===== src/rtl/mbed_tester_pkg.sv =====
// Shared constants and the APB address-region decoder for the pin router slave.
package mbed_tester_pkg;

    localparam int DATA_BITS = 8;

    localparam logic [DATA_BITS-1:0] SEL_NONE     = 8'd0;
    localparam logic [DATA_BITS-1:0] SEL_GPIO     = 8'd1;
    localparam logic [DATA_BITS-1:0] SEL_EXT_BASE = 8'd2;

    localparam logic [11:0] REG_GLOBAL_SEL = 12'h000;
    localparam logic [11:0] REG_PIN_SEL    = 12'h100;
    localparam logic [11:0] REG_GPIO       = 12'h200;
    localparam logic [11:0] REG_EDGE_CNT   = 12'h300;
    localparam logic [11:0] REG_CTRL       = 12'h400;

    typedef enum logic [2:0] {
        RGN_NONE,
        RGN_GLOBAL,
        RGN_PIN_SEL,
        RGN_GPIO,
        RGN_EDGE_CNT,
        RGN_CTRL
    } region_t;

    // Per-pin regions only decode when the low byte names an existing pin.
    function automatic region_t decode_region(input logic [11:0] addr, input int n_pins);
        region_t r;
        r = RGN_NONE;
        if (addr == REG_GLOBAL_SEL) begin
            r = RGN_GLOBAL;
        end else if (addr == REG_CTRL) begin
            r = RGN_CTRL;
        end else if ({24'd0, addr[7:0]} < n_pins) begin
            if (addr[11:8] == REG_PIN_SEL[11:8]) begin
                r = RGN_PIN_SEL;
            end else if (addr[11:8] == REG_GPIO[11:8]) begin
                r = RGN_GPIO;
            end else if (addr[11:8] == REG_EDGE_CNT[11:8]) begin
                r = RGN_EDGE_CNT;
            end
        end
        return r;
    endfunction

endpackage


===== src/rtl/pin_edge_counter.sv =====
// Per-pin input synchroniser, rising-edge detector and saturating 8-bit edge counter.
module pin_edge_counter
    import mbed_tester_pkg::*;
#(
    parameter int SYNC_STAGES = 2
) (
    input  logic                 clk,
    input  logic                 rst,
    input  logic                 pin_in,
    input  logic                 enable,
    input  logic                 clear,
    output logic                 synced,
    output logic [DATA_BITS-1:0] count
);

    logic [SYNC_STAGES-1:0] sync_reg;
    logic                   prev_reg;
    logic [DATA_BITS-1:0]   count_reg;
    logic                   rise;

    assign synced = sync_reg[SYNC_STAGES-1];
    assign rise   = synced & ~prev_reg;
    assign count  = count_reg;

    always_ff @(posedge clk) begin
        if (rst) begin
            sync_reg  <= '0;
            prev_reg  <= 1'b0;
            count_reg <= '0;
        end else begin
            sync_reg <= {sync_reg[SYNC_STAGES-2:0], pin_in};
            prev_reg <= synced;
            // A clear in the same cycle as an edge discards that edge.
            if (clear) begin
                count_reg <= '0;
            end else if (enable && rise && (count_reg != '1)) begin
                count_reg <= count_reg + 1'b1;
            end
        end
    end

endmodule


===== src/rtl/mbed_tester_pin_router_apb2_slave.sv =====
// APB2 slave routing each logical pin to none, GPIO or one of the external testers,
// with a GPIO bank and per-pin rising-edge counters.
module mbed_tester_pin_router_apb2_slave
    import mbed_tester_pkg::*;
#(
    parameter int IO_LOGICAL      = 8,
    parameter int EXT_PERIPHERALS = 5,
    parameter int SYNC_STAGES     = 2
) (
    input  logic                                  clk,
    input  logic                                  rst,
    input  logic [IO_LOGICAL-1:0]                 logical_in,
    output logic [IO_LOGICAL-1:0]                 logical_val,
    output logic [IO_LOGICAL-1:0]                 logical_drive,
    input  logic [EXT_PERIPHERALS*IO_LOGICAL-1:0] ext_val,
    input  logic [EXT_PERIPHERALS*IO_LOGICAL-1:0] ext_drive,
    input  logic [11:0]                           PADDR,
    input  logic                                  PSEL,
    input  logic                                  PENABLE,
    input  logic                                  PWRITE,
    input  logic [DATA_BITS-1:0]                  PWDATA,
    output logic [DATA_BITS-1:0]                  PRDATA
);

    region_t              region;
    logic [7:0]           idx;
    logic                 wr_en;
    logic                 rd_en;

    logic [DATA_BITS-1:0] global_sel_reg;
    logic [DATA_BITS-1:0] sel_reg [IO_LOGICAL];
    logic [IO_LOGICAL-1:0] gpio_val_reg;
    logic [IO_LOGICAL-1:0] gpio_drive_reg;
    logic                 cnt_en_reg;
    logic [DATA_BITS-1:0] prdata_reg;
    logic [DATA_BITS-1:0] rd_data;
    logic [IO_LOGICAL-1:0] val_reg;
    logic [IO_LOGICAL-1:0] drive_reg;
    logic [IO_LOGICAL-1:0] val_next;
    logic [IO_LOGICAL-1:0] drive_next;

    logic [IO_LOGICAL-1:0] synced;
    logic [IO_LOGICAL-1:0] cnt_clear;
    logic [DATA_BITS-1:0] count    [IO_LOGICAL];
    logic [DATA_BITS-1:0] rd_chain [IO_LOGICAL+1];

    assign region = decode_region(PADDR, IO_LOGICAL);
    assign idx    = PADDR[7:0];
    assign wr_en  = PSEL & PWRITE & PENABLE;
    assign rd_en  = PSEL & ~PWRITE;

    assign rd_chain[0] = '0;

    genvar gi, gk;
    generate
        for (gi = 0; gi < IO_LOGICAL; gi++) begin : g_pin
            logic                       pin_hit;
            logic [DATA_BITS-1:0]       pin_rd;
            logic [EXT_PERIPHERALS-1:0] ext_hit;
            logic [EXT_PERIPHERALS-1:0] ext_v;
            logic [EXT_PERIPHERALS-1:0] ext_d;
            logic                       gpio_hit;

            assign pin_hit = (idx == 8'(gi));

            always_ff @(posedge clk) begin
                if (rst) begin
                    sel_reg[gi]        <= SEL_NONE;
                    gpio_val_reg[gi]   <= 1'b0;
                    gpio_drive_reg[gi] <= 1'b0;
                end else if (wr_en) begin
                    if (region == RGN_GLOBAL) begin
                        sel_reg[gi] <= PWDATA;
                    end else if (region == RGN_PIN_SEL && pin_hit) begin
                        sel_reg[gi] <= PWDATA;
                    end else if (region == RGN_GPIO && pin_hit) begin
                        gpio_val_reg[gi]   <= PWDATA[0];
                        gpio_drive_reg[gi] <= PWDATA[1];
                    end
                end
            end

            // Selects past the last external peripheral match nothing and stay undriven.
            for (gk = 0; gk < EXT_PERIPHERALS; gk++) begin : g_ext
                assign ext_hit[gk] = (sel_reg[gi] == SEL_EXT_BASE + 8'(gk));
                assign ext_v[gk]   = ext_val[gk*IO_LOGICAL + gi];
                assign ext_d[gk]   = ext_drive[gk*IO_LOGICAL + gi];
            end

            assign gpio_hit       = (sel_reg[gi] == SEL_GPIO);
            assign val_next[gi]   = (gpio_hit & gpio_val_reg[gi]) | (|(ext_hit & ext_v));
            assign drive_next[gi] = (gpio_hit & gpio_drive_reg[gi]) | (|(ext_hit & ext_d));
            assign cnt_clear[gi]  = wr_en && (region == RGN_EDGE_CNT) && pin_hit;

            pin_edge_counter #(
                .SYNC_STAGES(SYNC_STAGES)
            ) u_cnt (
                .clk   (clk),
                .rst   (rst),
                .pin_in(logical_in[gi]),
                .enable(cnt_en_reg),
                .clear (cnt_clear[gi]),
                .synced(synced[gi]),
                .count (count[gi])
            );

            always_comb begin
                pin_rd = '0;
                if (pin_hit) begin
                    case (region)
                        RGN_PIN_SEL:  pin_rd = sel_reg[gi];
                        RGN_GPIO:     pin_rd = {{(DATA_BITS-3){1'b0}}, gpio_val_reg[gi],
                                                gpio_drive_reg[gi], synced[gi]};
                        RGN_EDGE_CNT: pin_rd = count[gi];
                        default:      pin_rd = '0;
                    endcase
                end
            end

            assign rd_chain[gi+1] = rd_chain[gi] | pin_rd;
        end
    endgenerate

    always_comb begin
        rd_data = rd_chain[IO_LOGICAL];
        if (region == RGN_GLOBAL) begin
            rd_data = global_sel_reg;
        end else if (region == RGN_CTRL) begin
            rd_data = {{(DATA_BITS-1){1'b0}}, cnt_en_reg};
        end
    end

    always_ff @(posedge clk) begin
        if (rst) begin
            global_sel_reg <= SEL_NONE;
            cnt_en_reg     <= 1'b0;
            prdata_reg     <= '0;
            val_reg        <= '0;
            drive_reg      <= '0;
        end else begin
            if (wr_en && region == RGN_GLOBAL) begin
                global_sel_reg <= PWDATA;
            end
            if (wr_en && region == RGN_CTRL) begin
                cnt_en_reg <= PWDATA[0];
            end
            if (rd_en) begin
                prdata_reg <= rd_data;
            end
            val_reg   <= val_next;
            drive_reg <= drive_next;
        end
    end

    assign logical_val   = val_reg;
    assign logical_drive = drive_reg;
    assign PRDATA        = prdata_reg;

endmodule

===== config.mk =====
export PLATFORM = sky130hd
export DESIGN_NAME = mbed_tester_pin_router_apb2_slave
export DESIGN_NICKNAME = d
export VERILOG_FILES = /design/src/rtl/mbed_tester_pkg.sv /design/src/rtl/pin_edge_counter.sv /design/src/rtl/mbed_tester_pin_router_apb2_slave.sv
export SDC_FILE = /design/constraint.sdc
export NUM_CORES = 1
export LEC_CHECK = 0
export BUFFER_PORTS_ARGS = -buffer_cell sky130_fd_sc_hd__buf_2
export CORE_ASPECT_RATIO = 0.7
export CORE_MARGIN = 2
export CORE_UTILIZATION = 50
export DETAILED_ROUTE_END_ITERATION = 10
export GPL_TIMING_DRIVEN = 0
export PLACE_DENSITY = 0.76
export SLEW_MARGIN = 20
export SYNTH_ARGS = -nofsm -noshare
export SYNTH_HDL_FRONTEND = slang
export SYNTH_HIERARCHICAL = 1
export SYNTH_SLANG_ARGS = --single-unit

===== constraint.sdc =====
create_clock -name clk -period 7.4 [get_ports clk]
set_clock_uncertainty 0.2 [all_clocks]
set_input_delay 2.22 -clock clk [delete_from_list [all_inputs] [get_ports clk]]
set_output_delay 2.22 -clock clk [all_outputs]
set_load 0.02 [all_outputs]

Word level (Yosys, flattened, before mapping)
Memories as Yosys holds them, arrays and structs flattened.
Cells that the tools add are included.
- flip-flop bits (word level): 137
- bits in latches: 0
- RAM bits: 64
- ROM bits: 0
- bits of input ports: 113
- output and inout bits: 24
- logic and storage cells: 390
- memories: 1
- add/sub/neg operators: 8
- multiply operators: 0
- divide/modulo/power cells: 0
- order comparisons: 1
- equal/unequal tests: 72
- shift operators: 0
- multiplexer cells: 86
- bitwise logic cells: 100
- reduce and logical (&&, ||, !) cells: 77
- memories (name ; depth ; bits a word ; read ports ; clocked after Yosys merged registers in ; wr ports ; line ; RTL):
    sel_reg ; 8 ; 8 ; 8 ; 0 ; 8 ; mbed_tester_pin_router_apb2_slave.sv:31 ; logic [DATA_BITS-1:0] sel_reg [IO_LOGICAL];
- operator list (operator ; number):
    $eq 8x3->1 const B ; 28
    $mux 8 ; 26
    $pmux 8 s3 ; 8
    $eq 8x2->1 const B ; 18
    $and 5x5->5 ; 16
    $reduce_or 5->1 ; 16
    $eq 8x1->1 const B ; 9
    $add 8x1->8 const B ; 8
    $ne 8x8->1 const B ; 8
    $or 8x8->8 ; 7
    $mux 1 ; 46
    $logic_and 1x1->1 ; 43
    $or 1x1->1 ; 32
    $reduce_and 4->1 ; 8
    $and 1x1->1 ; 27
    $mux 3 ; 6
    $not 1->1 ; 18
    $reduce_or 2->1 ; 8
    $eq 12x11->1 const B ; 1
    $logic_not 12->1 ; 1
    $eq 4x2->1 const B ; 2
    $logic_not 8->1 ; 1
    $lt 8x4->1 const B ; 1
    $eq 3x2->1 const B ; 2
    other kinds (3) ; 4

Logic depth before layout (Yosys ltp)
Gate-level depths: netlist of run 1.
- depth in word-level cells: 19
- gate-level depth with buffers: 9
- mapped depth without buffers: 8

Hierarchy
The synthesis of run 1 kept the hierarchy.
- by module, submodules not included (module ; times used ; cells each ; area an instance (um^2)):
    mbed_tester_pin_router_apb2_slave ; 1 ; 628 ; 6675.2
    pin_edge_counter ; 8 ; 53 ; 530.5

Worst setup path before layout of run 1
OpenSTA, ideal clock, no wires.
- kind: input -> register
- start: in PADDR[3]
- end: mem sel_reg[0][0], enable pin
- setup time: 0.384 ns
- data arrival time: 3.870 ns
- setup slack: 2.945 ns
- stages: 5
- buffers on the path: 0
- cell sequence: or3_4 nor3_4 and3_1 nand2b_1 o21ai_0
- RTL lines (what ; line ; RTL):
    start: declaration ; mbed_tester_pin_router_apb2_slave.sv:17 ; input logic [11:0] PADDR,
    end: declaration ; mbed_tester_pin_router_apb2_slave.sv:31 ;

==> impl_metrics.json, run 1 <==
{
  "outcome": "complete, no violations",
  "p_leak_nw": 4.71,
  "first_pass_iters": 5,
  "timing.final.hold_violations": 0,
  "die_h_um": 128,
  "ios": 137,
  "wl_per_cell_um": 21.3,
  "crit_fanout": 49,
  "drt_iter0_drc": 1147,
  "cts_setup_buffers": 0,
  "final_util_pct": 58.3,
  "cts_tree": "done",
  "die_w_um": 181,
  "dieArea_mm2": 0.0231,
  "clk_pin_slew_ns": 0.06,
  "cpMostUsedCell": "buf_2",
  "grt_pass1_vias": 8823,
  "antenna_found_initial": 0,
  "viasPerCell": 6.33,
  "drt-total-wl_um": 32100,
  "power.total_mw": 2.39,
  "cts_hold_buf": 0,
  "grt_pass1_wl_um": 49600,
  "cts_buffer_depth": 3,
  "clk_latency_ns": 0.51,
  "fin_crit_ns": 4.70,
  "clock-sinks": 201,
  "syn_inst": 1052,
  "setup_slack_ns": 2.70,
  "place_ws_ns": 1.86,
  "min_path_type": "register to register",
  "synth_edf_count": 64,
  "syn_nets": 1173,
  "route.antenna.remaining_nets": 0,
  "critPathArrivalTime_ns": 4.62,
  "synth_area_per_cell_um2": 10.4,
  "route.detailed.drc": 0,
  "syn2layout_area_growth_pct": 15.2,
  "gp_congestion": 0.959,
  "dp_hpwl_um": 23800,
  "cts-root-buf": "clkbuf_16",
  "crit_required_ns": 7.32,
  "start_kind": "input pin",
  "rsz0062_at_grt": "no",
  "start_util_pct": 50.6,
  "rows": 45,
  "grt_use_total_pct": 27.5,
  "crit_chain": "buf_2, clkbuf_1, or2_2, buf_2, nand2b_1, o21ai_1",
  "post_cts_resized": 0,
  "max_stage_delay_ns": 0.70,
  "grt_max_degree": 50,
  "yosysSeqAreaShare_pct": 42.7,
  "core_area_mm2": 0.0216,
  "async_reset_ff_share_pct": 0,
  "setup_viol": 0,
  "synth-seq-cells": 201,
  "cp_num_buf_inv": 3,
  "crit_type": "input pin to register",
  "htree_num_levels": 1,
  "vias": 9526,
  "max_slew.worst_pin.slew_ns": 1.01,
  "max_slew_margin_pct": 32.2,
  "min_period_over_period_pct": 63.5,
  "fin_nets": 1329,
  "slew_viol_final": 0,
  "maxCapViolations": 0,
  "fillers": 1844,
  "syn_area_mm2": 0.0109,
  "peakVddDrop_mv": 0.137,
  "cp-end-kind": "register",
  "cp_top_family": "buffers and inverters",
  "yosysUniqueCellTypes": 69,
  "setup_tns_ns": 0,
  "fmax_mhz": 213,
  "drive_above_1_share_pct": 25.8,
  "ys.warnings.count": 6,
  "ys.flop_type": "dfxtp_1",
  "slowest_stage": "o21ai_1",
  "cts_made_buffers": 21,
  "io_buffer_count": 132,
  "antenna_cells": 0,
  "powerDensity_mw_per_mm2": 190,
  "overflow": 0
}
## cell usage after synthesis (3+ instances only)
cell type / instances / area share (%)
nand4_1: 19 / 1.1
a31oi_2: 8 / 0.92
a211oi_1: 31 / 2.1
a22oi_1: 12 / 0.83
clkbuf_1: 25 / 0.86
a31oi_1: 20 / 1.1
nor4_1: 18 / 1.0
o21a_1: 5 / 0.34
nor2_1: 86 / 3.0
ha_1: 8 / 0.92
a22o_1: 8 / 0.64
dfxtp_1: 137 / 25
nand2b_1: 8 / 0.46
and4_1: 10 / 0.80
a41oi_1: 10 / 0.80
and4b_2: 8 / 0.83
or2_2: 12 / 0.69
a21oi_1: 41 / 1.9
mux4_2: 27 / 5.6
nor3_1: 8 / 0.37
nand2_1: 68 / 2.3
and4_4: 8 / 0.83
a41o_1: 8 / 0.73
and2_4: 8 / 0.64
edfxtp_1: 64 / 18
a221oi_1: 14 / 1.1
and2_1: 72 / 4.1
and3_1: 20 / 1.1
o21ai_0: 30 / 1.4
and3b_1: 16 / 1.3
inv_1: 3 / 0.10
nor2_2: 7 / 0.40
nand3b_1: 8 / 0.55
mux2_2: 25 / 2.6
and4b_1: 8 / 0.73
buf_2: 11 / 0.50
o22ai_1: 3 / 0.17
nand3_1: 15 / 0.69
or3_1: 11 / 0.63
nor2b_1: 38 / 2.2
a211oi_2: 16 / 1.8
nor3_2: 8 / 0.73
mux2i_1: 58 / 5.3
## worst register-to-register path, stage by stage, from the launching register on
cell	delay, ns
edfxtp_1	0.36
clkbuf_1	0.26
mux2_2	0.36
a22oi_1	0.14
or3_1	0.14
o211ai_1	0.10
nor4_1	0.47
o22ai_1	0.15
## worst paths after layout
path | slack [ns] | end | cells past startpoint | start
hold reg to reg | 0.24 | g_pin[6].u_cnt/sync_reg[1]$_SDFF_PP0_ | 1 | g_pin[6].u_cnt/sync_reg[0]$_SDFF_PP0_
setup / recovery | 2.70 | sel_reg[1][18]$_DFFE_PP_ | 6 | rst
setup reg to reg | 5.09 | PRDATA[0]$_SDFFE_PP0P_ | 7 | sel_reg[1][24]$_DFFE_PP_
hold / removal | 0.24 | g_pin[6].u_cnt/sync_reg[1]$_SDFF_PP0_ | 1 | g_pin[6].u_cnt/sync_reg[0]$_SDFF_PP0_
## cell usage in the layout, fill, tap and decap left out, types with 33 or more instances in the layout
cell type | Yosys | layout
buf_2 | 11 | 143
dfxtp_1 | 137 | 137
nor2_1 | 86 | 86
and2_1 | 72 | 72
nand2_1 | 68 | 68
edfxtp_1 | 64 | 64
mux2i_1 | 58 | 58
a21oi_1 | 41 | 41
nor2b_1 | 38 | 38
clkbuf_1 | 25 | 33
## metal layers
metal | track usage, % | routed length [µm] | part of all wire [%]
met1 | 39.3 | 13900 | 43
met2 | 42.0 | 14000 | 43
met3 | 6.84 | 3620 | 11
met4 | 6.78 | 655 | 2.0
met5 | 0 | 0 | 0
## logic make-up (layout without fill, tap and decap cells)
logic type | Yosys count | count (layout) | synth area share (%)
mux | 110 | 110 | 13.5
compound gates | 219 | 219 | 15.1
flops | 201 | 201 | 42.7
fa+ha+maj | 8 | 8 | 0.917
buf+inv | 44 | 214 | 1.84
simple gates | 470 | 470 | 26.0
## cell type report
type | instances | area (µm²) | area share [%]
flip-flops and latches | 201 | 4660 | 37.1
plain buffers | 41 | 190 | 1.51
well taps | 282 | 353 | 2.80
clock inverters | 4 | 17.5 | 0.139
multi-input cells | 807 | 6050 | 48.1
inverters | 3 | 11.3 | 0.0895
clock buffers | 33 | 622 | 4.94
repair buffers | 133 | 668 | 5.31
## report_power, final
group	total, mW	switching, mW	leakage, nW	internal [mW]
logic	0.199	0.116	2.68	0.0833
registers	1.18	0.0192	1.72	1.16
clock network	1.01	0.431	0.313	0.575
total	2.39	0.566	4.71	1.82
## metrics by stage
stage          hold slack [ns]  std cells  cell area [µm²]
6_report                 0.236       1504            12600
5_1_grt                  0.259       1504            12600
4_1_cts                  0.240       1503            12600
3_5_place_dp             0.225       1466            11900
3_3_place_gp             0.220       1466            11900
2_1_floorplan            0.214       1052            10900
Note: power is estimated with default switching activity, not from simulation.
==> run 2: changes to the inputs <==
- ABC_AREA: unset -> 1
- clock period: 7.4 -> 4.9 ns (I/O delays scaled with it)
==> run 2 against run 1 <==
  * Synthesized area barely moved
  * Routed wire length rose by 2.2%
  * Combinational power rose by 3%
  * Final cell count rose by 32%
  * Via count rose by 16%
  * First-iteration DRC count rose by 7.6%
  * Setup slack got worse by 1.3 ns
  * Worst hold slack got worse by 0.040 ns
  * Power rose by 56%
  * Final area rose by 0.84%
  * Largest cell class unchanged
  * Largest power group unchanged
==> impl_metrics.json, run 2 <==
{
  "clk_latency_ns": 0.50,
  "grt_pass1_vias": 9865,
  "max_slew.worst_pin.slew_ns": 0.910,
  "grt_pass1_wl_um": 51400,
  "core_area_mm2": 0.0216,
  "timing.final.hold_violations": 0,
  "cts-root-buf": "clkbuf_16",
  "htree_num_levels": 1,
  "cp-end-kind": "register",
  "antenna_found_initial": 0,
  "fin_crit_ns": 3.54,
  "cts_setup_buffers": 0,
  "vias": 11100,
  "synthTopCellsByCount": "nand2_1, nor2_1, inv_1, dfxtp_1, nand3_1",
  "die_w_um": 181,
  "ys.flop_type": "dfxtp_1",
  "maxCapViolations": 0,
  "yosysUniqueCellTypes": 48,
  "mostFrequentLayoutCells": "nand2_1, nor2_1, inv_1, buf_2, dfxtp_1",
  "dp_hpwl_um": 24400,
  "min_path_type": "register to register",
  "antenna_cells": 0,
  "hold_depth": 2,
  "gp_congestion": 0.949,
  "syn2layout_area_growth_pct": 16.2,
  "synthDominantCellAreaShare_pct": 25.1,
  "setup_slack_ns": 1.36,
  "grt_use_total_pct": 28.0,
  "overflow": 0,
  "drt-total-wl_um": 32800,
  "die_h_um": 128,
  "min_period_over_period_pct": 72.2,
  "clock-sinks": 201,
  "ios": 137,
  "drive_above_1_share_pct": 16.6,
  "syn_nets": 1647,
  "synth_area_leader_cell": "dfxtp_1",
  "first_pass_iters": 7,
  "reg2reg_depth": 9,
  "synthTopCellsByArea": "dfxtp_1, edfxtp_1, nand2_1, nor2_1, nand3_1",
  "post_cts_resized": 0,
  "viasPerCell": 5.58,
  "outcome": "complete, no violations",
  "clk_pin_slew_ns": 0.06,
  "crit_required_ns": 4.87,
  "yosysMostFrequentCell": "nand2_1",
  "syn_area_mm2": 0.0109,
  "peakVddDrop_mv": 0.234,
  "start_kind": "input pin",
  "wl_per_cell_um": 16.6,
  "synth_area_per_cell_um2": 7.15,
  "cts_hold_buf": 0,
  "async_reset_ff_share_pct": 0,
  "ys.warnings.count": 6,
  "yosysSeqAreaShare_pct": 42.7,
  "cts_made_buffers": 21,
  "grt_max_degree": 38,
  "route.detailed.drc": 0,
  "rows": 45,
  "synth_edf_count": 64,
  "io_buffer_count": 136,
  "dieArea_mm2": 0.0230,
  "route.antenna.remaining_nets": 0,
  "critPathArrivalTime_ns": 3.51,
  "syn_inst": 1526,
  "synth-seq-cells": 201,
  "fin_nets": 1806,
  "crit_type": "input pin to register",
  "powerDensity_mw_per_mm2": 293,
  "rsz0062_at_grt": "no",
  "final_common_cell": "nand2_1",
  "p_leak_nw": 5.32,
  "start_util_pct": 50.6,
  "crit_fanout": 37,
  "fmax_mhz": 283,
  "cts_tree": "done",
  "slew_viol_final": 0,
  "drt_iter0_drc": 1234,
  "place_ws_ns": 0.921,
  "max_slew_margin_pct": 39.3,
  "setup_tns_ns": 0,
  "setup_viol": 0,
  "cts_buffer_depth": 3
}
run 2: cell count changes after synthesis, sizes merged, moves of 23 or more:
cell	previous run	this run
nand2	69	356
inv	3	180
mux2i	58	0
nor3	18	41
nor2b	38	0
mux4	27	0
mux2	25	0
a211oi	47	4
and2	80	0
nand3	16	138
nor2	93	338
o21ai	30	54
nand4	20	44
run 2: per-stage QoR:
stage / total power [mW] / instances / instance area (µm²) / hold WS (ns) / utilization, %
3_3_place_gp: 2.01 / 1944 / 11900 / 0.191 / 55.4
2_1_floorplan: 1.91 / 1526 / 10900 / 0.188 / -
4_1_cts: 3.72 / 1981 / 12700 / 0.202 / 58.8
6_report: 3.72 / 1981 / 12700 / 0.196 / 58.8
5_1_grt: 3.82 / 1981 / 12700 / 0.221 / 58.8
3_5_place_dp: 2.02 / 1944 / 11900 / 0.197 / 55.4
run 2: report_power, final:
group	switching, mW	internal (mW)
logic	0.141	0.0634
clock network	0.698	1.03
registers	0.0289	1.75
run 2: kinds of logic after synthesis:
kind of cell,synth area share (%)
flops,42.7
compound gates,10.2
buf+inv,7.45
fa+ha+maj,0.917
simple gates,38.7
run 2: cell type report:
cell class	count	area (µm²)
Clock buffer	23	554
Buffer	19	103
Multi-Input combinational cell	1117	5440
Timing Repair Buffer	136	681
Clock inverter	14	183
Sequential cell	201	4660
Fill cell	1982	8880
Tap cell	282	353
Inverter	189	711
run 2: critical path: stages:
cell     delay (ns)
buf_2          0.38
nor2_1         0.61
inv_1          0.16
nor2_2         0.42
nand3_1        0.13
nand2_1        0.31
run 2: routing by layer:
layer  part of all wire (%)  GRT usage (%)  wire [µm]
met3                     12           5.56       3990
met5                      0              0          0
met1                     44           40.9      14400
met4                    2.9           8.30        950
met2                     41           41.9      13500
run 2: final timing paths:
check	endpoint	start	slack, ns
max	sel_reg[0][3]$_DFFE_PP_	rst	1.36
min	g_pin[7].u_cnt/sync_reg[1]$_SDFF_PP0_	g_pin[7].u_cnt/sync_reg[0]$_SDFF_PP0_	0.20
max reg2reg	logical_drive[7]$_SDFF_PP0_	sel_reg[1][28]$_DFFE_PP_	2.77
min reg2reg	g_pin[7].u_cnt/sync_reg[1]$_SDFF_PP0_	g_pin[7].u_cnt/sync_reg[0]$_SDFF_PP0_	0.20
